**src/rtl/serial_add_ctrl_if.sv**
```systemverilog
// rtl/serial_add_ctrl_if.sv - operand/result handshake bundle for serial_add_ctrl
// Optional ovf signal present when SERIAL_ADD_OVF_EN is defined.
interface serial_add_ctrl_if #(
  parameter int WIDTH = 8
);
  logic             in_valid;
  logic             in_ready;
  logic [WIDTH-1:0] a;
  logic [WIDTH-1:0] b;
  logic             cin;
  logic             out_valid;
  logic             out_ready;
  logic [WIDTH-1:0] sum;
  logic             cout;
  logic             busy;
`ifdef SERIAL_ADD_OVF_EN
  logic             ovf;

  modport slave (
    input  in_valid, a, b, cin, out_ready,
    output in_ready, out_valid, sum, cout, busy, ovf
  );
  modport master (
    output in_valid, a, b, cin, out_ready,
    input  in_ready, out_valid, sum, cout, busy, ovf
  );
`else
  modport slave (
    input  in_valid, a, b, cin, out_ready,
    output in_ready, out_valid, sum, cout, busy
  );
  modport master (
    output in_valid, a, b, cin, out_ready,
    input  in_ready, out_valid, sum, cout, busy
  );
`endif
endinterface

```
**src/rtl/serial_add_ctrl.sv**
```systemverilog
// rtl/serial_add_ctrl.sv - bit-serial adder sequencer sharing one full_adder
// Optional feature macro: SERIAL_ADD_OVF_EN (adds signed overflow flag ovf).
module half_adder (
  input  logic a_i,
  input  logic b_i,
  output logic s_o,
  output logic c_o
);
  assign s_o = a_i ^ b_i;
  assign c_o = a_i & b_i;
endmodule

module full_adder (
  input  logic a_i,
  input  logic b_i,
  input  logic c_i,
  output logic s_o,
  output logic c_o
);
  logic s1, c1, c2;

  half_adder u_ha0 (.a_i(a_i), .b_i(b_i), .s_o(s1),  .c_o(c1));
  half_adder u_ha1 (.a_i(s1),  .b_i(c_i), .s_o(s_o), .c_o(c2));
  assign c_o = c1 | c2;
endmodule

module serial_add_ctrl #(
  parameter int WIDTH = 8
) (
  input  logic             clk,
  input  logic             rst_n,
  serial_add_ctrl_if.slave bus
);
  localparam int CNT_W = $clog2(WIDTH);

  typedef enum logic [1:0] {
    IDLE = 2'd0,
    RUN  = 2'd1,
    DONE = 2'd2
  } state_t;

  state_t           state_q, state_d;
  logic [WIDTH-1:0] a_sr_q, a_sr_d;
  logic [WIDTH-1:0] b_sr_q, b_sr_d;
  logic [WIDTH-1:0] sum_q, sum_d;
  logic             carry_q, carry_d;
  logic             cout_q, cout_d;
  logic [CNT_W-1:0] cnt_q, cnt_d;
  logic             ovf_q, ovf_d;
  logic             fa_s, fa_co;

  full_adder u_fa (
    .a_i(a_sr_q[0]),
    .b_i(b_sr_q[0]),
    .c_i(carry_q),
    .s_o(fa_s),
    .c_o(fa_co)
  );

  always_ff @(posedge clk or negedge rst_n) begin
    if (!rst_n) begin
      state_q <= IDLE;
      a_sr_q  <= '0;
      b_sr_q  <= '0;
      sum_q   <= '0;
      carry_q <= 1'b0;
      cout_q  <= 1'b0;
      cnt_q   <= '0;
    end else begin
      state_q <= state_d;
      a_sr_q  <= a_sr_d;
      b_sr_q  <= b_sr_d;
      sum_q   <= sum_d;
      carry_q <= carry_d;
      cout_q  <= cout_d;
      cnt_q   <= cnt_d;
    end
  end

`ifdef SERIAL_ADD_OVF_EN
  always_ff @(posedge clk or negedge rst_n) begin
    if (!rst_n) begin
      ovf_q <= 1'b0;
    end else begin
      ovf_q <= ovf_d;
    end
  end
  assign bus.ovf = ovf_q;
`else
  assign ovf_q = 1'b0;
`endif

  always_comb begin
    state_d = state_q;
    a_sr_d  = a_sr_q;
    b_sr_d  = b_sr_q;
    sum_d   = sum_q;
    carry_d = carry_q;
    cout_d  = cout_q;
    cnt_d   = cnt_q;
    ovf_d   = ovf_q;
    case (state_q)
      IDLE: begin
        if (bus.in_valid) begin
          a_sr_d  = bus.a;
          b_sr_d  = bus.b;
          carry_d = bus.cin;
          cnt_d   = '0;
          sum_d   = '0;
          state_d = RUN;
        end
      end
      RUN: begin
        // Result fills from the MSB end so bit 0 lands in place after WIDTH shifts.
        a_sr_d  = a_sr_q >> 1;
        b_sr_d  = b_sr_q >> 1;
        sum_d   = {fa_s, sum_q[WIDTH-1:1]};
        carry_d = fa_co;
        if (cnt_q == CNT_W'(WIDTH - 1)) begin
          cnt_d   = '0;
          cout_d  = fa_co;
          ovf_d   = carry_q ^ fa_co;
          state_d = DONE;
        end else begin
          cnt_d = cnt_q + 1'b1;
        end
      end
      DONE: begin
        if (bus.out_ready) begin
          state_d = IDLE;
        end
      end
      default: state_d = IDLE;
    endcase
  end

  assign bus.in_ready  = (state_q == IDLE);
  assign bus.out_valid = (state_q == DONE);
  assign bus.busy      = (state_q != IDLE);
  assign bus.sum       = sum_q;
  assign bus.cout      = cout_q;
endmodule

```
**src/flat_wrapper.sv**
```systemverilog
// flat-port wrapper written by rule: the top's interface ports become plain ports
module serial_add_ctrl_flat 
#(
  parameter int WIDTH = 8
)
  (clk, rst_n, bus_in_valid, bus_a, bus_b, bus_cin, bus_out_ready, bus_in_ready, bus_out_valid, bus_sum, bus_cout, bus_busy);
  serial_add_ctrl_if #(.WIDTH(WIDTH)) bus_i ();
  input  logic clk;
  input  logic rst_n;
  input wire logic [$bits(bus_i.in_valid)-1:0] bus_in_valid;
  input wire logic [$bits(bus_i.a)-1:0] bus_a;
  input wire logic [$bits(bus_i.b)-1:0] bus_b;
  input wire logic [$bits(bus_i.cin)-1:0] bus_cin;
  input wire logic [$bits(bus_i.out_ready)-1:0] bus_out_ready;
  output wire logic [$bits(bus_i.in_ready)-1:0] bus_in_ready;
  output wire logic [$bits(bus_i.out_valid)-1:0] bus_out_valid;
  output wire logic [$bits(bus_i.sum)-1:0] bus_sum;
  output wire logic [$bits(bus_i.cout)-1:0] bus_cout;
  output wire logic [$bits(bus_i.busy)-1:0] bus_busy;
  assign bus_i.in_valid = bus_in_valid;
  assign bus_i.a = bus_a;
  assign bus_i.b = bus_b;
  assign bus_i.cin = bus_cin;
  assign bus_i.out_ready = bus_out_ready;
  assign bus_in_ready = bus_i.in_ready;
  assign bus_out_valid = bus_i.out_valid;
  assign bus_sum = bus_i.sum;
  assign bus_cout = bus_i.cout;
  assign bus_busy = bus_i.busy;
  serial_add_ctrl #(.WIDTH(WIDTH)) u_core (.clk(clk), .rst_n(rst_n), .bus(bus_i));
endmodule
```
**config.mk**
```make
export PLATFORM = sky130hd
export DESIGN_NAME = serial_add_ctrl_flat
export DESIGN_NICKNAME = d
export VERILOG_FILES = /design/src/rtl/serial_add_ctrl_if.sv /design/src/rtl/serial_add_ctrl.sv /design/src/flat_wrapper.sv
export SDC_FILE = /design/constraint.sdc
export NUM_CORES = 1
export LEC_CHECK = 0
export BUFFER_PORTS_ARGS = -buffer_cell sky130_fd_sc_hd__buf_4
export CORE_ASPECT_RATIO = 1.1
export CORE_MARGIN = 10
export CORE_UTILIZATION = 47
export DETAILED_ROUTE_END_ITERATION = 8
export GPL_ROUTABILITY_DRIVEN = 0
export PLACE_DENSITY = 0.78
export SLEW_MARGIN = 30
export SYNTH_ARGS = -nofsm -noshare
export SYNTH_HDL_FRONTEND = slang
export SYNTH_SLANG_ARGS = --single-unit
```
**constraint.sdc**
```tcl
create_clock -name clk -period 1.15 [get_ports clk]
set_input_delay 0.1725 -clock clk [delete_from_list [all_inputs] [get_ports clk]]
set_output_delay 0.1725 -clock clk [all_outputs]
set_load 0.01 [all_outputs]
```
==> flow_summary.toml, run 1 <==
[outcome]
status = "finished, violations left"
violations = "negative setup slack"

[drt]
viasPerCell = 5.77
postRouteAntennaNets = 0
firstDrtPassIters = 4
drc = 0
vias = 1282
wirelength_mm = 3.99
wl_per_cell_um = 18.0
drt_iter0_drc = 95

[sta]
finClkSkew_ps = 2.43
layout_setup_ws_ps = -249
final_max_slew_viol_count = 0
setup_viol = 26
final_hold_viol_count = 0
fin_crit_ps = 1400
hold_ws_ps = 80.3
post-route-period-util_pct = 122
relSlewSlack_pct = 72.2
fmax_mhz = 715
rsz0062_at_grt = "true"
tightest_slew_ps = 416

[critical_path]
required_ps = 980
slowest_delay_ps = 430
cpMostUsedCell = "buf_6"
cp-end-kind = "primary output"
cp_slowest_cell = "dfrtp_1"
arrival_ps = 1230
cp-start-kind = "flop"
path_class = "flop to primary output"
worstPathCellList = "buf_6 > nor2_4 > inv_2 > buf_6"
critPathMaxFanout = 7

[clocking]
tritoncts = "built"
clk_pin_slew_ps = 90
cts_sinks = 31
cts-buffers-inserted = 5
htreeDepth = 2
insertion_delay_ps = 330
cts_root_buf = "clkbuf_4"
cts.path.max_buffers = 2

[grt]
grt_overflow = 0
antenna_found_initial = 0
grt_usage_pct = 13.8
grt_pass1_vias = 1249
grt_pass1_wl_mm = 6.26
grt_max_degree = 32

[cells_and_area]
fillers = 184
drive_gt1_share_pct = 54.0
antenna_cells = 0
syn2layout_area_growth_pct = 52.0
final_net_count = 213

[yosys]
synth_area_sq_um = 1420
syn_inst = 129
syn_area_per_cell_sq_um = 11.0
ys_ff_latch = 31
synthDistinctLibCells = 28
yosysSeqAreaShare_pct = 54.8
yosysWarnings = 0
syn_nets = 153

[placed_design]
hpwl_mm = 2.42
io_buffers = 32
dp_slack_ps = -130

[floorplan]
fp.dieH_um = 77.6
die_w_um = 72.3
die_area_sq_um = 5610
num_rows = 20
io_pins = 33
core_region_area_sq_um = 2830
start_util_pct = 50.1

[power_and_ir_drop]
max-vdd-ir-drop_mv = 1.68
leakagePower_nw = 0.974
powerDensity_nw_per_um2 = 2580

[job]
drv_cap = 0

[hold_path]
hp-class = "input pin to flop"
## routing by layer
layer  global-route usage, %  up-vias  share of wire [%]
li1                        -      607                  -
met1                    17.9      627                 42
met2                    19.6       41                 48
met3                    5.98        7                7.2
met4                    5.23        0                2.4
met5                       0        -                  0
## through the flow
step	total power, mW	utilization [%]	std cells	TNS (ps)	area [sq um]
6_report	5.56	76.2	222	-3500	2150
5_1_grt	5.99	76.2	222	-5600	2150
4_1_cts	5.07	70.6	212	-1310	2000
3_5_place_dp	4.08	61.4	197	-1280	1740
3_3_place_gp	3.96	61.4	197	-664	1740
2_1_floorplan	3.29	-	129	0	1420
## worst max-delay path, delay by kind of cell (launching register included)
family        cells  cell delay (ps)
buf+inv           3              310
flops             1              430
simple gates      1              140
## registers in the layout, indices dropped and copies added, names as in the netlist
name / cells
u_core.a_sr_q: 8
u_core.b_sr_q: 8
u_core.bus.sum: 8
u_core.cnt_q: 3
u_core.state_q: 2
u_core.bus.cout: 1
u_core.carry_q: 1
## where the power goes
group          internal (mW)  switching (mW)  leakage, nW
registers               1.59           0.431        0.373
clock network          0.283           0.354       0.0341
logic                   1.57            1.33        0.567
## cells in the mapped netlist, drive strengths merged
library cell	number	area, sq um
nor2	6	30.0
o22ai	26	163
nand3b	2	15.0
o31ai	2	20.0
clkbuf	1	3.75
or2	1	6.26
nand2	5	18.8
a21oi	14	70.1
ha	2	25.0
o221a	1	11.3
o32ai	1	8.76
nor2b	2	12.5
o21ai	6	30.0
fa	1	20.0
a22o	9	78.8
o21bai	1	7.51
inv	6	22.5
nand2b	2	15.0
buf	9	67.6
dfrtp	31	776
a221oi	1	15.0
## timing repair
item	CTS	global route
buffers inserted	6	9
endpoints found under the setup margin	30	33
gates cloned	0	1
endpoints found under the hold margin	32	0
gates resized for setup	35	22
hold buffers	2	0
pin swaps	11	17
## area by class of cell
type,instances,area (sq um),area share (%)
Inverter,6,33.8,1.57
Tap cell,33,41.3,1.92
Sequential cell,31,777,36.1
Clock buffer,6,51.3,2.38
Multi-Input combinational cell,83,709,32.9
Timing Repair Buffer,62,536,24.9
Clock inverter,1,5.00,0.232
## cell families (layout without fill, tap and decap cells)
| logic type | Yosys count | in the layout | share of synthesized area [%] |
|---|---|---|---|
| adder cells (fa/ha/maj) | 3 | 3 | 3.18 |
| flip-flops | 31 | 31 | 54.8 |
| AND/OR/NAND/NOR | 18 | 19 | 6.89 |
| AO/OA/AOI/OAI | 61 | 61 | 28.5 |
| buffers and inverters | 16 | 75 | 6.62 |
## worst paths after layout
kind                              startpoint                end  slack (ps)  cells after the start
max                        u_core.state_q[0]           bus_busy        -250                      4
min                                 bus_b[7]   u_core.b_sr_q[7]          80                      3
max reg2reg                u_core.state_q[0]   u_core.a_sr_q[1]        -220                      6
min reg2reg                u_core.bus.sum[0]  u_core.bus.sum[0]         520                      1
max in group asynchronous              rst_n  u_core.state_q[1]         550                      2
min in group asynchronous              rst_n  u_core.bus.sum[0]         310                      2
## placed cells by master, fill, tap and decap left out, types with 2 or more instances in the layout
cell type / instances
a21oi_1: 14
a22o_1: 9
buf_4: 45
buf_6: 14
clkbuf_4: 5
dfrtp_1: 30
dlygate4sd3_1: 2
inv_1: 2
inv_2: 2
nand2_1: 5
nand3b_1: 2
nor2_2: 2
nor2_4: 4
o21ai_1: 4
o21ai_2: 2
o22ai_1: 15
o22ai_2: 11
o31ai_2: 2
No activity file was read; power rests on OpenSTA's default activity.
==> run 2, diff against run 1 <==
- PLACE_DENSITY: 0.78 -> unset
- PLACE_DENSITY_LB_ADDON: unset -> 0.08
==> flow_summary.toml, run 2 (same netlist as run 1, synthesis figures left out) <==
[grt]
grt_overflow = 0
grt_pass1_vias = 1324
grt_max_degree = 32
grt_usage_pct = 13.8
grt_pass1_wl_mm = 6.38
antenna_found_initial = 0

[cells_and_area]
final_common_cell = "buf_4"
antenna_cells = 0
postLayoutCellArea_sq_um = 2310
final_net_count = 218
fillers = 168
syn2layout_area_growth_pct = 63.3
drive_gt1_share_pct = 60.6
final_cell_mix = "45 x buf_4, 30 x dfrtp_1, 17 x o22ai_2"
stdcell_count = 226

[placed_design]
dp_cells = 198
io_buffers = 32
hpwl_mm = 2.50
place_area_sq_um = 1740

[clocking]
cts.path.max_buffers = 2
cts_root_buf = "clkbuf_4"
cts_sinks = 31
htreeDepth = 2
tritoncts = "built"
insertion_delay_ps = 330
cts-buffers-inserted = 5
clk_pin_slew_ps = 90

[drt]
vias = 1350
wl_per_cell_um = 19.5
postRouteAntennaNets = 0
drt_iter0_drc = 122
drc = 0
wl_met2_mm = 2.20
top_layer = "met4"
firstDrtPassIters = 4
viasPerCell = 5.97
wirelength_mm = 4.41
wl_met1_mm = 1.83
dr_wl_met3_um = 265

[sta]
finClkSkew_ps = 15.4
setup_viol = 32
layout_setup_ws_ps = -229
fmax_mhz = 725
final_hold_viol_count = 0
final_max_slew_viol_count = 0
rsz0062_at_grt = "true"
fin_tns_setup_ps = -3640
post-route-period-util_pct = 120
relSlewSlack_pct = 73.9
tightest_slew_ps = 391
fin_crit_ps = 1380

[power_and_ir_drop]
leakagePower_nw = 1.02
max-vdd-ir-drop_mv = 1.86
powerDensity_nw_per_um2 = 2680
total_power_mw = 6.20

[critical_path]
critPathMaxFanout = 6
arrival_ps = 1210
path_class = "flop to primary output"
cp-end-kind = "primary output"
cp-start-kind = "flop"
required_ps = 980

[floorplan]
start_util_pct = 50.1
core_region_area_sq_um = 2830
io_pins = 33
die_area_sq_um = 5610
die_w_um = 72.3
fp.dieH_um = 77.6
num_rows = 20

[outcome]
status = "finished, violations left"
violations = "negative setup slack"

[job]
drv_cap = 0

[hold_path]
hp-class = "input pin to flop"
==> run 2: metrics by stage <==
step	hold WS, ps	setup WS [ps]	utilization, %
6_report	90.5	-229	81.8
4_1_cts	88.3	-206	70.2
3_5_place_dp	128	-134	61.7
3_3_place_gp	121	-74.1	61.7
5_1_grt	88.0	-286	81.8
2_1_floorplan	-123	0.853	-
==> run 2: layout make-up <==
cell class / count / area, sq um / area share [%]
Inverter: 6 / 38.8 / 1.68
Multi-Input combinational cell: 84 / 800 / 34.6
Tap cell: 33 / 41.3 / 1.78
Sequential cell: 31 / 777 / 33.6
Timing Repair Buffer: 66 / 616 / 26.6
Clock buffer: 6 / 41.3 / 1.78
==> run 2: where the power goes <==
group	switching [mW]	internal, mW	leakage (nW)
Clock	0.353	0.217	0.0242
Sequential	0.478	1.59	0.373
Combinational	1.59	1.98	0.622
Total	2.42	3.79	1.02
==> run 2: worst max-delay path, cell delays in order, from the launching register on <==
cell and delay (ps):
dfrtp_1 410, buf_6 150, buf_6 120, nor2_4 100, buf_6 100
==> run 2: final timing paths <==
check,start,to,slack [ps],depth (start not counted)
worst max-delay path,u_core.state_q[0],bus_out_valid,-230,4
worst min-delay path,bus_b[7],u_core.b_sr_q[7],90,3
worst max register to register,u_core.state_q[0],u_core.a_sr_q[0],-210,7
worst min register to register,u_core.bus.sum[0],u_core.bus.sum[0],500,1
max in group asynchronous,rst_n,u_core.state_q[1],540,2
min in group asynchronous,rst_n,u_core.b_sr_q[1],310,2
==> run 2: what timing repair did <==
item / in CTS / in global routing
hold buffers: 2 / 0
resized for setup: 29 / 46
pin swaps: 9 / 15
cloned: 1 / 3
buffers inserted: 8 / 10
endpoints found under the hold margin: 32 / 0
endpoints found under the setup margin: 30 / 33
==> run 2: metal layers <==
metal  track usage (%)  vias to the layer above
li1                  -                      617
met4              4.84                        0
met3              5.47                       13
met5                 0                        -
met2              21.5                       46
met1              16.8                      674
==> run 3, diff against run 2 <==
==> constraint.sdc (replaced) <==
create_clock -name clk -period 1.15 [get_ports clk]
set_input_delay 0.23 -clock clk [delete_from_list [all_inputs] [get_ports clk]]
set_output_delay 0.23 -clock clk [all_outputs]
set_load 0.01 [all_outputs]
==> flow_summary.toml, run 3 (same netlist as run 1, synthesis figures left out) <==
[outcome]
status = "finished, violations left"
violations = "negative setup slack"

[sta]
final_max_slew_viol_count = 0
setup_viol = 23
final_hold_viol_count = 0
layout_setup_ws_ps = -240
post-route-period-util_pct = 121
fin_crit_ps = 1390
relSlewSlack_pct = 72.5
finClkSkew_ps = 5.69
fmax_mhz = 719
hold_ws_ps = 73.7
rsz0062_at_grt = "true"
tightest_slew_ps = 412

[clocking]
cts_sinks = 31
cts.path.max_buffers = 2
cts_root_buf = "clkbuf_4"
htreeDepth = 2
clk_pin_slew_ps = 80
tritoncts = "built"
insertion_delay_ps = 340
cts-buffers-inserted = 5

[critical_path]
arrival_ps = 1160
critPathLaunch = "u_core.state_q[1]"
cp-start-kind = "flop"
path_class = "flop to primary output"
cp-end-kind = "primary output"
cpLargestDelayFamily = "flip-flops"
critPathMaxFanout = 4
worstPathCellList = "buf_6 > nor2_4 > inv_2 > buf_6"
r2r_cells = 8
crit_buf_inv = 3
cpMostUsedCell = "buf_6"
slowest_delay_ps = 440
rrSetupSlack_ps = -220
reg2reg_to = "u_core.a_sr_q[6]"
cp_slowest_cell = "dfrtp_2"
r2r-start = "u_core.state_q[1]"
required_ps = 920

[cells_and_area]
final_cell_mix = "53 x buf_4, 30 x dfrtp_1, 18 x o22ai_2"
antenna_cells = 0
drive_gt1_share_pct = 63.5
regArea_sq_um = 777
final_net_count = 217
final_common_cell = "buf_4"
fin_util_pct = 82.4
syn2layout_area_growth_pct = 64.5
multi_input_area_sq_um = 891
fillers = 154

[power_and_ir_drop]
p_sw_mw = 2.50
comb_power_share_pct = 56.6
p_clk_share_pct = 9.1
intPower_mw = 3.71
leakagePower_nw = 1.01
max-vdd-ir-drop_mv = 1.85
powerDensity_nw_per_um2 = 2670
p_sw_share_pct = 40.2
seqPwrFrac_pct = 34.3

[drt]
wirelength_mm = 4.46
vias = 1387
postRouteAntennaNets = 0
wl_per_cell_um = 19.8
drc = 0
drt_iter0_drc = 109
viasPerCell = 6.16
firstDrtPassIters = 5

[grt]
antenna_found_initial = 0
grt_max_degree = 32
grt_usage_pct = 14.1
grt_pass1_vias = 1353
grt_overflow = 0
grt_pass1_wl_mm = 6.40

[floorplan]
start_util_pct = 50.1
io_pins = 33
core_region_area_sq_um = 2830
die_w_um = 72.3
num_rows = 20
die_area_sq_um = 5610
fp.dieH_um = 77.6

[hold_path]
hold_end = "u_core.state_q[1]"
worstHoldStart = "bus_out_ready"
hp-class = "input pin to flop"
holdPathStages = 2

[job]
drv_cap = 0

[placed_design]
io_buffers = 32
hpwl_mm = 2.47
dp_slack_ps = -135
==> run 3: power groups by stage <==
stage | clock, mW | combinational [mW] | sequential (mW)
2_1_floorplan | 0 | 1.33 | 1.96
3_3_place_gp | 0 | 2.07 | 1.95
3_5_place_dp | 0 | 2.15 | 1.97
4_1_cts | 0.562 | 2.94 | 2.04
5_1_grt | 0.623 | 3.78 | 2.18
6_report | 0.564 | 3.52 | 2.13
==> run 3: timing repair <==
| item | 4_1_cts | 5_1_grt |
|---|---|---|
| hold buffers | 1 | 0 |
| endpoints found under the hold margin | 31 | 0 |
| buffers inserted | 13 | 4 |
| endpoints found under the setup margin | 28 | 36 |
| pin swaps | 16 | 14 |
| cloned | 2 | 1 |
| gates resized for setup | 49 | 27 |
==> run 3: worst max path at each step <==
stage | cells past startpoint | slack, ps | end
after floorplan | 3 | 0.9 | u_core.cnt_q[2]
after global placement | 3 | -80 | u_core.cnt_q[0]
after detailed placement | 3 | -140 | u_core.cnt_q[0]
after CTS | 4 | -240 | bus_busy
after global routing | 4 | -290 | bus_busy
final | 4 | -240 | bus_busy
==> run 3: metrics by stage <==
stage / cell area (sq um) / cells / TNS, ps / power [mW]
CTS: 2150 / 220 / -997 / 5.54
global placement: 1750 / 198 / -627 / 4.02
global route: 2330 / 225 / -4610 / 6.59
finish: 2330 / 225 / -3310 / 6.21
detailed placement: 1750 / 198 / -1440 / 4.11
floorplan: 1420 / 129 / 0 / 3.29
==> run 3: area by class of cell <==
type | count | area share [%]
multi-input cells | 84 | 38.2
flip-flops and latches | 31 | 33.4
repair buffers | 65 | 23.6
clock buffers | 6 | 1.77
well taps | 33 | 1.77
inverters | 6 | 1.29
==> run 3: layer usage <==
metal  global-route usage, %  wire length, um  vias to the layer above
met5                       0                0                        -
met4                    6.78              114                        0
met3                    5.22              298                       14
met2                    22.0             2300                       56
met1                    16.5             1740                      701
li1                        -                -                      616
==> run 3: worst reg2reg max path, stage by stage, from the launching register on <==
cell and delay, ps:
dfrtp_2 440, buf_6 130, nor2_4 100, buf_4 120
buf_4 100, buf_4 90, buf_4 90, nand3b_1 70
o221a_1 120
